===== src/rtl/can_crc_ctrl_if.sv =====
// Bit-level handshake between the CAN bit-timing/stuffing logic, the frame FSMs
// and the CRC-15 sequencer.
interface can_crc_ctrl_if #(
    parameter int CNT_W = 7
);
    logic             start;
    logic             mode;
    logic [CNT_W-1:0] nbits;
    logic             bit_en;
    logic             bit_in;
    logic             stuff;
    logic             busy;
    logic             crc_phase;
    logic             crc_bit;
    logic [14:0]      crc_val;
    logic             done;
    logic             crc_err;

    modport master (
        output start, mode, nbits, bit_en, bit_in, stuff,
        input  busy, crc_phase, crc_bit, crc_val, done, crc_err
    );

    modport slave (
        input  start, mode, nbits, bit_en, bit_in, stuff,
        output busy, crc_phase, crc_bit, crc_val, done, crc_err
    );
endinterface


===== src/rtl/can_crc_ctrl.sv =====
// CAN CRC-15 sequencer: accumulates the covered frame bits, then serialises (TX)
// or checks (RX) the 15-bit CRC field. Stuff bits are ignored throughout.
module can_crc_ctrl #(
    parameter int          CNT_W = 7,
    parameter logic [14:0] POLY  = 15'h4599
) (
    input  logic           clk,
    input  logic           rst_n,
    can_crc_ctrl_if.slave  bus
);
    typedef enum logic [1:0] {
        IDLE = 2'd0,
        DATA = 2'd1,
        CRC  = 2'd2
    } state_t;

    state_t           state;
    logic [14:0]      crc;
    logic [14:0]      shift;
    logic [CNT_W-1:0] cnt;
    logic [3:0]       k;
    logic             mode_q;
    logic [14:0]      crc_val;
    logic             busy;
    logic             crc_phase;
    logic             done;
    logic             crc_err;

    logic             accepted;
    logic [14:0]      crc_next;

    assign accepted = bus.bit_en & ~bus.stuff;
    assign crc_next = {crc[13:0], 1'b0} ^ ((bus.bit_in ^ crc[14]) ? POLY : 15'h0000);

    always_ff @(posedge clk) begin
        if (!rst_n) begin
            state     <= IDLE;
            crc       <= '0;
            shift     <= '0;
            cnt       <= '0;
            k         <= '0;
            mode_q    <= 1'b0;
            crc_val   <= '0;
            busy      <= 1'b0;
            crc_phase <= 1'b0;
            done      <= 1'b0;
            crc_err   <= 1'b0;
        end else begin
            done <= 1'b0;
            // NOTE: start is decoded ahead of the state case so it wins over a same-cycle bit_en.
            if (bus.start) begin
                mode_q  <= bus.mode;
                cnt     <= bus.nbits;
                crc     <= '0;
                shift   <= '0;
                k       <= '0;
                crc_val <= '0;
                crc_err <= 1'b0;
                busy    <= 1'b1;
                if (bus.nbits == '0) begin
                    state     <= CRC;
                    crc_phase <= 1'b1;
                end else begin
                    state     <= DATA;
                    crc_phase <= 1'b0;
                end
            end else begin
                case (state)
                    DATA: begin
                        if (accepted) begin
                            crc <= crc_next;
                            cnt <= cnt - 1'b1;
                            if (cnt == CNT_W'(1)) begin
                                crc_val   <= crc_next;
                                shift     <= crc_next;
                                k         <= '0;
                                state     <= CRC;
                                crc_phase <= 1'b1;
                            end
                        end
                    end
                    CRC: begin
                        if (accepted) begin
                            shift <= {shift[13:0], 1'b0};
                            k     <= k + 4'd1;
                            if (mode_q && (bus.bit_in != shift[14]))
                                crc_err <= 1'b1;
                            if (k == 4'd14) begin
                                done      <= 1'b1;
                                state     <= IDLE;
                                busy      <= 1'b0;
                                crc_phase <= 1'b0;
                            end
                        end
                    end
                    default: state <= IDLE;
                endcase
            end
        end
    end

    // Only a transmitter in the CRC field drives a checksum bit.
    assign bus.crc_bit   = crc_phase & ~mode_q & shift[14];
    assign bus.busy      = busy;
    assign bus.crc_phase = crc_phase;
    assign bus.crc_val   = crc_val;
    assign bus.done      = done;
    assign bus.crc_err   = crc_err;
endmodule


===== src/flat_wrapper.sv =====
// flat-port wrapper written by rule: the top's interface ports become plain ports
module can_crc_ctrl_flat 
#(
    parameter int          CNT_W = 7,
    parameter logic [14:0] POLY  = 15'h4599
)
  (clk, rst_n, bus_start, bus_mode, bus_nbits, bus_bit_en, bus_bit_in, bus_stuff, bus_busy, bus_crc_phase, bus_crc_bit, bus_crc_val, bus_done, bus_crc_err);
  can_crc_ctrl_if #(.CNT_W(CNT_W)) bus_i ();
  input  logic clk;
  input  logic rst_n;
  input wire logic [$bits(bus_i.start)-1:0] bus_start;
  input wire logic [$bits(bus_i.mode)-1:0] bus_mode;
  input wire logic [$bits(bus_i.nbits)-1:0] bus_nbits;
  input wire logic [$bits(bus_i.bit_en)-1:0] bus_bit_en;
  input wire logic [$bits(bus_i.bit_in)-1:0] bus_bit_in;
  input wire logic [$bits(bus_i.stuff)-1:0] bus_stuff;
  output wire logic [$bits(bus_i.busy)-1:0] bus_busy;
  output wire logic [$bits(bus_i.crc_phase)-1:0] bus_crc_phase;
  output wire logic [$bits(bus_i.crc_bit)-1:0] bus_crc_bit;
  output wire logic [$bits(bus_i.crc_val)-1:0] bus_crc_val;
  output wire logic [$bits(bus_i.done)-1:0] bus_done;
  output wire logic [$bits(bus_i.crc_err)-1:0] bus_crc_err;
  assign bus_i.start = bus_start;
  assign bus_i.mode = bus_mode;
  assign bus_i.nbits = bus_nbits;
  assign bus_i.bit_en = bus_bit_en;
  assign bus_i.bit_in = bus_bit_in;
  assign bus_i.stuff = bus_stuff;
  assign bus_busy = bus_i.busy;
  assign bus_crc_phase = bus_i.crc_phase;
  assign bus_crc_bit = bus_i.crc_bit;
  assign bus_crc_val = bus_i.crc_val;
  assign bus_done = bus_i.done;
  assign bus_crc_err = bus_i.crc_err;
  can_crc_ctrl #(.CNT_W(CNT_W), .POLY(POLY)) u_core (.clk(clk), .rst_n(rst_n), .bus(bus_i));
endmodule

===== config.mk =====
export PLATFORM = sky130hd
export DESIGN_NAME = can_crc_ctrl_flat
export DESIGN_NICKNAME = d
export VERILOG_FILES = /design/src/rtl/can_crc_ctrl_if.sv /design/src/rtl/can_crc_ctrl.sv /design/src/flat_wrapper.sv
export SDC_FILE = /design/constraint.sdc
export NUM_CORES = 1
export LEC_CHECK = 0
export ABC_AREA = 0
export CAP_MARGIN = 20
export CORE_ASPECT_RATIO = 2
export CORE_UTILIZATION = 55
export CTS_CLUSTER_SIZE = 30
export DETAILED_ROUTE_END_ITERATION = 10
export PLACE_DENSITY = 0.8
export SYNTH_ARGS = -nofsm -noshare
export SYNTH_HDL_FRONTEND = slang
export SYNTH_SLANG_ARGS = --single-unit

===== constraint.sdc =====
create_clock -name clk -period 4.8 [get_ports clk]
set_clock_uncertainty 0.15 [all_clocks]
set_input_delay 0.96 -clock clk [delete_from_list [all_inputs] [get_ports clk]]
set_output_delay 0.96 -clock clk [all_outputs]
set_load 0.05 [all_outputs]

After elaboration in Yosys (flattened, before gate mapping)
Index checks and enable logic that the tools add are counted.

Reductions and logical operators: 18. Bitwise operators: 10. Muxes and demuxes: 29. Add/subtract/negate cells: 2. Eq/ne operators: 12.

Operators by type and width (number): two-way mux 15 bit (4); case mux 15 bit (2 select lines) (1); two-way mux 7 bit (3); XOR 15 bit (1); two-way mux 2 bit (6); two-way mux 4 bit (3); inequality test 3 x 2 -> 1 bit (second input constant) (4); nonzero test 2 bit (5); two-way mux 1 bit (9); AND reduction 3 bit (3); case mux 4 bit (2 select lines) (1); AND reduction 4 bit (2); equality test 7 x 1 -> 1 bit (second input constant) (1); zero test 7 bit (1); subtractor 7 x 1 -> 7 bit (second input constant) (1); inequality test 2 x 1 -> 1 bit (second input constant) (3); inverter 1 bit (5); AND reduction 5 bit (1); adder 4 x 1 -> 4 bit (second input constant) (1); equality test 4 bit (second input constant) (1); case mux 2 bit (2 select lines) (1); AND reduction 2 bit (2); OR reduction 4 bit (1); bitwise AND 1 bit (3); other kinds (8) (8).

Input port bits: 14. Output and inout bits: 20. Register bits after elaboration: 63. Logic and storage cells: 82.

Depth between registers and ports, before layout
Gate-level depths: netlist of run 1.

Depth in word-level cells: 6. Mapped depth: 7. Depth with buffers taken out: 6.

Worst setup path before layout of run 1
Ideal clock, no wire load.

Kind: register -> output. Start: register u_core.crc_phase, in the netlist u_core.bus.crc_phase. End: output port bus_crc_bit. Path slack: 2.304 ns. Arrival time: 1.386 ns. Buffers on the path: 0. Data required time: 3.690 ns. Cell stages (with the launch flop): 3. Cells stage by stage: dfxtp_1 -> nand2_1 -> nor2_1.

Cells in the longest elaborated chain, start to end: 2.

RTL lines: start: declaration (line can_crc_ctrl.sv:25) `logic crc_phase;`; start signal: assignment (line can_crc_ctrl.sv:45) `crc_phase <= 1'b0;`; start signal: assignment (line can_crc_ctrl.sv:62) `crc_phase <= 1'b1;`; start signal: assignment (line can_crc_ctrl.sv:65) `crc_phase <= 1'b0;`; bitwise AND 1 bit (2 in a row) (line can_crc_ctrl.sv:103) `assign bus.crc_bit = crc_phase & ~mode_q & shift[14];`; end: declaration (line flat_wrapper.sv:19) `output wire logic [$bits(bus_i.crc_bit)-1:0] bus_crc_bit;`.

Every way passes these cells.

Worst setup path after layout of run 1
Start: input port bus_stuff. End: register u_core.crc_phase, in the netlist u_core.bus.crc_phase.

Cells in the longest elaborated chain, start to end: 4. Elaborated cells between the ends (all ways): 5. Classes of those cells: 2 x eq/ne; 2 x bitwise; 1 x reduce/logical.

RTL lines: start: declaration (line flat_wrapper.sv:16) `input wire logic [$bits(bus_i.stuff)-1:0] bus_stuff;`; inverter 1 bit * (line can_crc_ctrl.sv:32) `assign accepted = bus.bit_en & ~bus.stuff;`; bitwise AND 1 bit * (line can_crc_ctrl.sv:32); inequality test 3 x 2 -> 1 bit (no line); AND reduction 5 bit (no line) *.

Mark *: on every way between the ends. The rest lies on a longest branch, timed or not. A chain may end at the register's enable or synchronous reset.

==> results.txt, run 1 <==
CTS resizes: 0
Yosys cell types: 44
# Post-CTS Setup Buffers: 0
Post-route insts no fill: 396
Routability Congestion: 0.838
Die height: 101 um
Total GRT Usage: 0.274
Die Area: 5250 um^2
DR vias: 2283
Outcome: finished, final reports clean
#FFs+latches synth: 63
Reg2reg end: u_core.bus.crc_phase$_SDFFE_PN0P_
Reg-to-reg critical path startpoint: u_core.state[0]$_SDFFE_PN0P_
Setup TNS: 0 ns
Hold Path Depth: 2
P per Cell Area: 330 nW/um^2
Clock sinks: 63
Std cell rows: 35
Clk buf depth: 2
Required @ worst endpoint: 4.87 ns
Largest net degree at the start of global routing: 32
Worst-margin pin slew: 0.764 ns
Register area: 1260 um^2
WP data arrival: 3.19 ns
Avg Synthesized Cell Area: 8.83 um^2
Fin Hold WS: 0.306 ns
Hold Vio Cnt, Final: 0
Detailed-route DRC error count: 0
Root buf cell: clkbuf_8
Number of synthesized flops with an enable pin: 0
Total gr overflow: 0
Worst hold path startpoint: u_core.bus.crc_val[2]$_SDFFE_PP0P_
Worst reg2reg setup slack: 2.43 ns
Boundary Pins: 34
1st-iter DRT viols: 47
Initial Util: 0.581
Most frequent cells in the layout: nand2_1 (64), dfxtp_1 (63), a21oi_1 (40)
First-pass GRT wire length: 10400 um
Core area: 4690 um^2
Final-report setup violation count: 0
Drt via density: 5.77
Detailed placement HPWL: 4390 um
RSZ-0062 raised after global routing: no
Clock latency on the worst-skew pair: 0.34 ns
Routed Antenna Nets: 0
Most common cell after layout, fill and taps aside: nand2_1
H-tree levels: 3
Hold buffer count at CTS: 0
Fill count: 364
Initial antenna violation count: 0
# Max-Cap Violations: 0
Setup crit start kind: input pin
Hold Path Class: reg -> reg
PortBufs: 33
Worst R2R Path Depth: 4
Vias in the first global route: 2233
Post-Syn Instances: 308
Share of the synthesized area in the top cell type: 0.464
Rel. slew slack: 0.490
Multi-input logic area: 1340 um^2
Placed Cells: 380
Cell Area, Synth: 2720 um^2
Cts bufs inserted: 9
Final Core Density: 0.692
Yosys warning count: 0
Pre-Repair DR Iteration Count: 4
Hold endpoint: u_core.bus.crc_val[2]$_SDFFE_PP0P_
Worst-path clk slew: 0.07 ns
WL per Instance: 15.9 um
Synth top area cells: dfxtp_1 (46%), nand2_1 (8.8%), a21oi_1 (7.4%)
CTS tree: done
Final slew viol count: 0
Maximum vdd drop: 0.263 mV
Top_reg_cell synth: dfxtp_1
Layout Nets: 354
Fmax: 0.321 GHz
Asr flop ratio synth: 0
Diodes inserted: 0
Worst setup path class: in -> reg
Area Overhead vs Synth: 19.2%
Syn_nets: 326
Crit share post-route: 0.649
Die width: 51.7 um
Register area share after synthesis: 0.464
LEAKAGE: 1.05 nW
Total wire length: 6300 um
Post-synth top area cell: dfxtp_1
Fraction of layout cells with a size suffix above 1: 0.0733
Worst-path fanout max: 24
Setup crit end kind: register
Min Tclk post-route: 3.12 ns
## how the worst max path moves through the flow
stage                                      start                           endpoint  depth (start not counted)
2_1_floorplan  u_core.bus.crc_phase$_SDFFE_PN0P_                        bus_crc_bit                          2
5_1_grt                                bus_stuff  u_core.bus.crc_phase$_SDFFE_PN0P_                          5
4_1_cts                               bus_bit_en  u_core.bus.crc_phase$_SDFFE_PN0P_                          5
3_5_place_dp                          bus_bit_en  u_core.bus.crc_phase$_SDFFE_PN0P_                          5
6_report                               bus_stuff  u_core.bus.crc_phase$_SDFFE_PN0P_                          5
3_3_place_gp                           bus_start       u_core.shift[0]$_SDFFE_PP0P_                          5
## flip-flops by register name, indices dropped and copies added (netlist names)
| name | flops |
|---|---|
| u_core.bus.crc_phase | 1 |
| u_core.state | 2 |
| u_core.cnt | 7 |
| u_core.bus.crc_val | 15 |
| u_core.bus.done | 1 |
| u_core.bus.crc_err | 1 |
| u_core.k | 4 |
| u_core.shift | 15 |
| u_core.crc | 15 |
| u_core.bus.busy | 1 |
| u_core.mode_q | 1 |
## where the power goes
part           internal [mW]  switching, mW  total [mW]
logic                 0.0328         0.0452      0.0780
clock network          0.254          0.200       0.453
registers              0.531        0.00936       0.540
## critical path, stage by stage
cell             delay, ns
clkdlybuf4s50_1       0.45
and4bb_2              0.65
nand3_1               0.55
a311oi_1              0.49
nor3b_1               0.09
## cell usage after synthesis (2+ instances only)
library cell and count:
nand2_1 64, dfxtp_1 63, a21oi_1 40, nor2_1 19, mux2i_1 15, o21ai_0 11, a211oi_1 9, buf_2 9
xnor2_1 9, clkbuf_1 8, xor2_1 6, inv_1 5, nor2b_1 5, ha_1 4, nand3_1 4, a31oi_1 2
buf_4 2, nand2b_1 2, nand4_1 2, nor3_1 2, nor3b_1 2, nor4_4 2, or3_1 2
## metrics by stage
step | power [mW] | setup slack [ns] | cell area (um^2)
after CTS | 1.08 | 1.71 | 3240
final | 1.07 | 1.68 | 3240
after detailed placement | 0.629 | 1.34 | 3050
after floorplan | 0.599 | 2.30 | 2720
after global placement | 0.627 | 1.46 | 3050
after global routing | 1.11 | 1.49 | 3240
## final cells by class
type | count | area share
clock inverter | 3 | 0.0131
inverter | 5 | 0.00579
timing repair buffer | 37 | 0.111
multi-input combinational | 220 | 0.414
sequential | 63 | 0.389
clock buffer | 13 | 0.0459
tap | 55 | 0.0212
## layer usage
| layer | GRT usage | share of wire |
|---|---|---|
| met5 | 0 | 0 |
| met4 | 0.170 | 0.038 |
| met3 | 0.0631 | 0.037 |
| met2 | 0.488 | 0.55 |
| met1 | 0.278 | 0.38 |
## kinds of logic after synthesis
kind of cell             count (synthesis)  synth area share
AND/OR/NAND/NOR                        113             0.205
XOR/XNOR                                16            0.0584
adder cells (fa/ha/maj)                  4            0.0184
buffers and inverters                   25            0.0428
flip-flops                              63             0.464
multiplexers                            15            0.0552
AO/OA/AOI/OAI                           72             0.156
Power figures use the tool's default switching activity.
==> run 2: changes to the inputs <==
--- a/config.mk
+++ b/config.mk
@@ -8,10 +8,10 @@
 export ABC_AREA = 0
 export CAP_MARGIN = 20
 export CORE_ASPECT_RATIO = 2
-export CORE_UTILIZATION = 55
+export CORE_UTILIZATION = 49
 export CTS_CLUSTER_SIZE = 30
 export DETAILED_ROUTE_END_ITERATION = 10
-export PLACE_DENSITY = 0.8
+export PLACE_DENSITY = 0.76
 export SYNTH_ARGS = -nofsm -noshare
 export SYNTH_HDL_FRONTEND = slang
 export SYNTH_SLANG_ARGS = --single-unit
==> constraint.sdc (replaced) <==
create_clock -name clk -period 2.55 [get_ports clk]
set_clock_uncertainty 0.15 [all_clocks]
set_input_delay 0.51 -clock clk [delete_from_list [all_inputs] [get_ports clk]]
set_output_delay 0.51 -clock clk [all_outputs]
set_load 0.05 [all_outputs]
==> results.txt, run 2 (synthesized netlist as in run 1, its figures left out) <==
# Post-CTS Setup Buffers: 0
Maximum vdd drop: 0.498 mV
GR Util met2: 0.422
Total wire length: 6300 um
Setup TNS: 0 ns
Setup ws final: 0.159 ns
Clock latency on the worst-skew pair: 0.34 ns
Worst-path fanout max: 3
Total GRT Usage: 0.245
Setup crit end kind: primary output
Routed Antenna Nets: 0
Boundary Pins: 34
GR peak layer: met2
Diodes inserted: 0
PortBufs: 33
Pre-Repair DR Iteration Count: 4
Hold Vio Cnt, Final: 0
Largest registers: u_core.bus.crc_val (15), u_core.crc (15), u_core.shift (15)
Routability Congestion: 0.808
Std cell rows: 38
Fmax: 0.418 GHz
Rel. slew slack: 0.641
Worst setup path class: reg -> out
WL per Instance: 15.5 um
# Max-Cap Violations: 0
Clock sinks: 63
Vias in the first global route: 2207
Met3 usage: 0.0579
Detailed-route DRC error count: 0
Outcome: finished, final reports clean
Final total power: 1.94 mW
Core area: 5370 um^2
Die Area: 5870 um^2
Hold buffer count at CTS: 0
Clk buf depth: 2
Met1 Use GR: 0.245
Most common cell after layout, fill and taps aside: nand2_1
Dpl cell area: 3130 um^2
Worst-margin pin slew: 0.537 ns
Post-route insts no fill: 407
Die height: 107 um
DR vias: 2272
Worst reg2reg setup slack: 0.65 ns
Placed Cells: 391
First-pass GRT wire length: 10100 um
Worst-path clk slew: 0.07 ns
Crit path cell chain: nand2_1 -> nor2_1 -> clkdlybuf4s50_1
CTS resizes: 0
CTS tree: done
Required @ worst endpoint: 1.89 ns
Fraction of layout cells with a size suffix above 1: 0.0922
Final-report setup violation count: 0
Drt via density: 5.58
Detailed placement HPWL: 4460 um
1st-iter DRT viols: 56
Initial antenna violation count: 0
Final Core Density: 0.615
Total gr overflow: 0
RSZ-0062 raised after global routing: no
Max stage delay on crit path: 0.80 ns
Fin Hold WS: 0.301 ns
Root buf cell: clkbuf_8
Cts bufs inserted: 9
Setup crit start kind: register
Min Tclk post-route: 2.39 ns
Final Cell Area: 3300 um^2
Place WS: 0.170 ns
H-tree levels: 3
Initial Util: 0.506
Layout Nets: 360
Largest net degree at the start of global routing: 34
Slowest cell on crit path: clkdlybuf4s50_1
Hold Path Class: reg -> reg
Die width: 54.7 um
P per Cell Area: 588 nW/um^2
Crit share post-route: 0.938
Area Overhead vs Synth: 21.5%
Final slew viol count: 0
WP data arrival: 1.73 ns
LEAKAGE: 1.08 nW
Most frequent cells in the layout: nand2_1 (64), dfxtp_1 (63), a21oi_1 (40)
[run 2: cell types whose count changed in the layout (fill, tap and decap cells not counted)]
| cell | previous run | this run |
|---|---|---|
| bufinv_16 | 1 | 0 |
| buf_12 | 0 | 2 |
| clkinv_2 | 1 | 2 |
| clkbuf_8 | 10 | 11 |
| clkbuf_1 | 3 | 2 |
| buf_4 | 4 | 8 |
[run 2: path summary, 6_finish.rpt]
path                                                           from  cells past startpoint                                   to
worst max-delay path                  u_core.shift[14]$_SDFFE_PP0P_                      3                          bus_crc_bit
worst min-delay path            u_core.bus.crc_val[13]$_SDFFE_PP0P_                      2  u_core.bus.crc_val[13]$_SDFFE_PP0P_
worst max register to register           u_core.cnt[0]$_SDFFE_PN0P_                      6   u_core.bus.crc_val[0]$_SDFFE_PP0P_
worst min register to register  u_core.bus.crc_val[13]$_SDFFE_PP0P_                      2  u_core.bus.crc_val[13]$_SDFFE_PP0P_
[run 2: where the power goes]
group | switching (mW) | total [mW] | internal [mW]
Sequential | 0.0166 | 1.02 | 0.999
Combinational | 0.0847 | 0.152 | 0.0670
Clock | 0.372 | 0.775 | 0.403
[run 2: layout make-up]
cell class | instances | area, um^2
clock inverter | 3 | 17.5
timing repair buffer | 43 | 430
multi-input combinational | 220 | 1340
tap | 60 | 75.1
sequential | 63 | 1260
clock buffer | 13 | 159
fill | 488 | 2070
inverter | 5 | 18.8
[run 2: critical path: cells and delay by family (launching register included)]
family / cells / cell delay (ns)
buf+inv: 1 / 0.80
flops: 1 / 0.43
simple gates: 2 / 0.16
[run 2: per-layer routing]
| metal | vias up | wire, um |
|---|---|---|
| met4 | 0 | 306 |
| met5 | - | 0 |
| li1 | 1132 | - |
| met2 | 53 | 3480 |
| met1 | 1064 | 2330 |
| met3 | 23 | 175 |
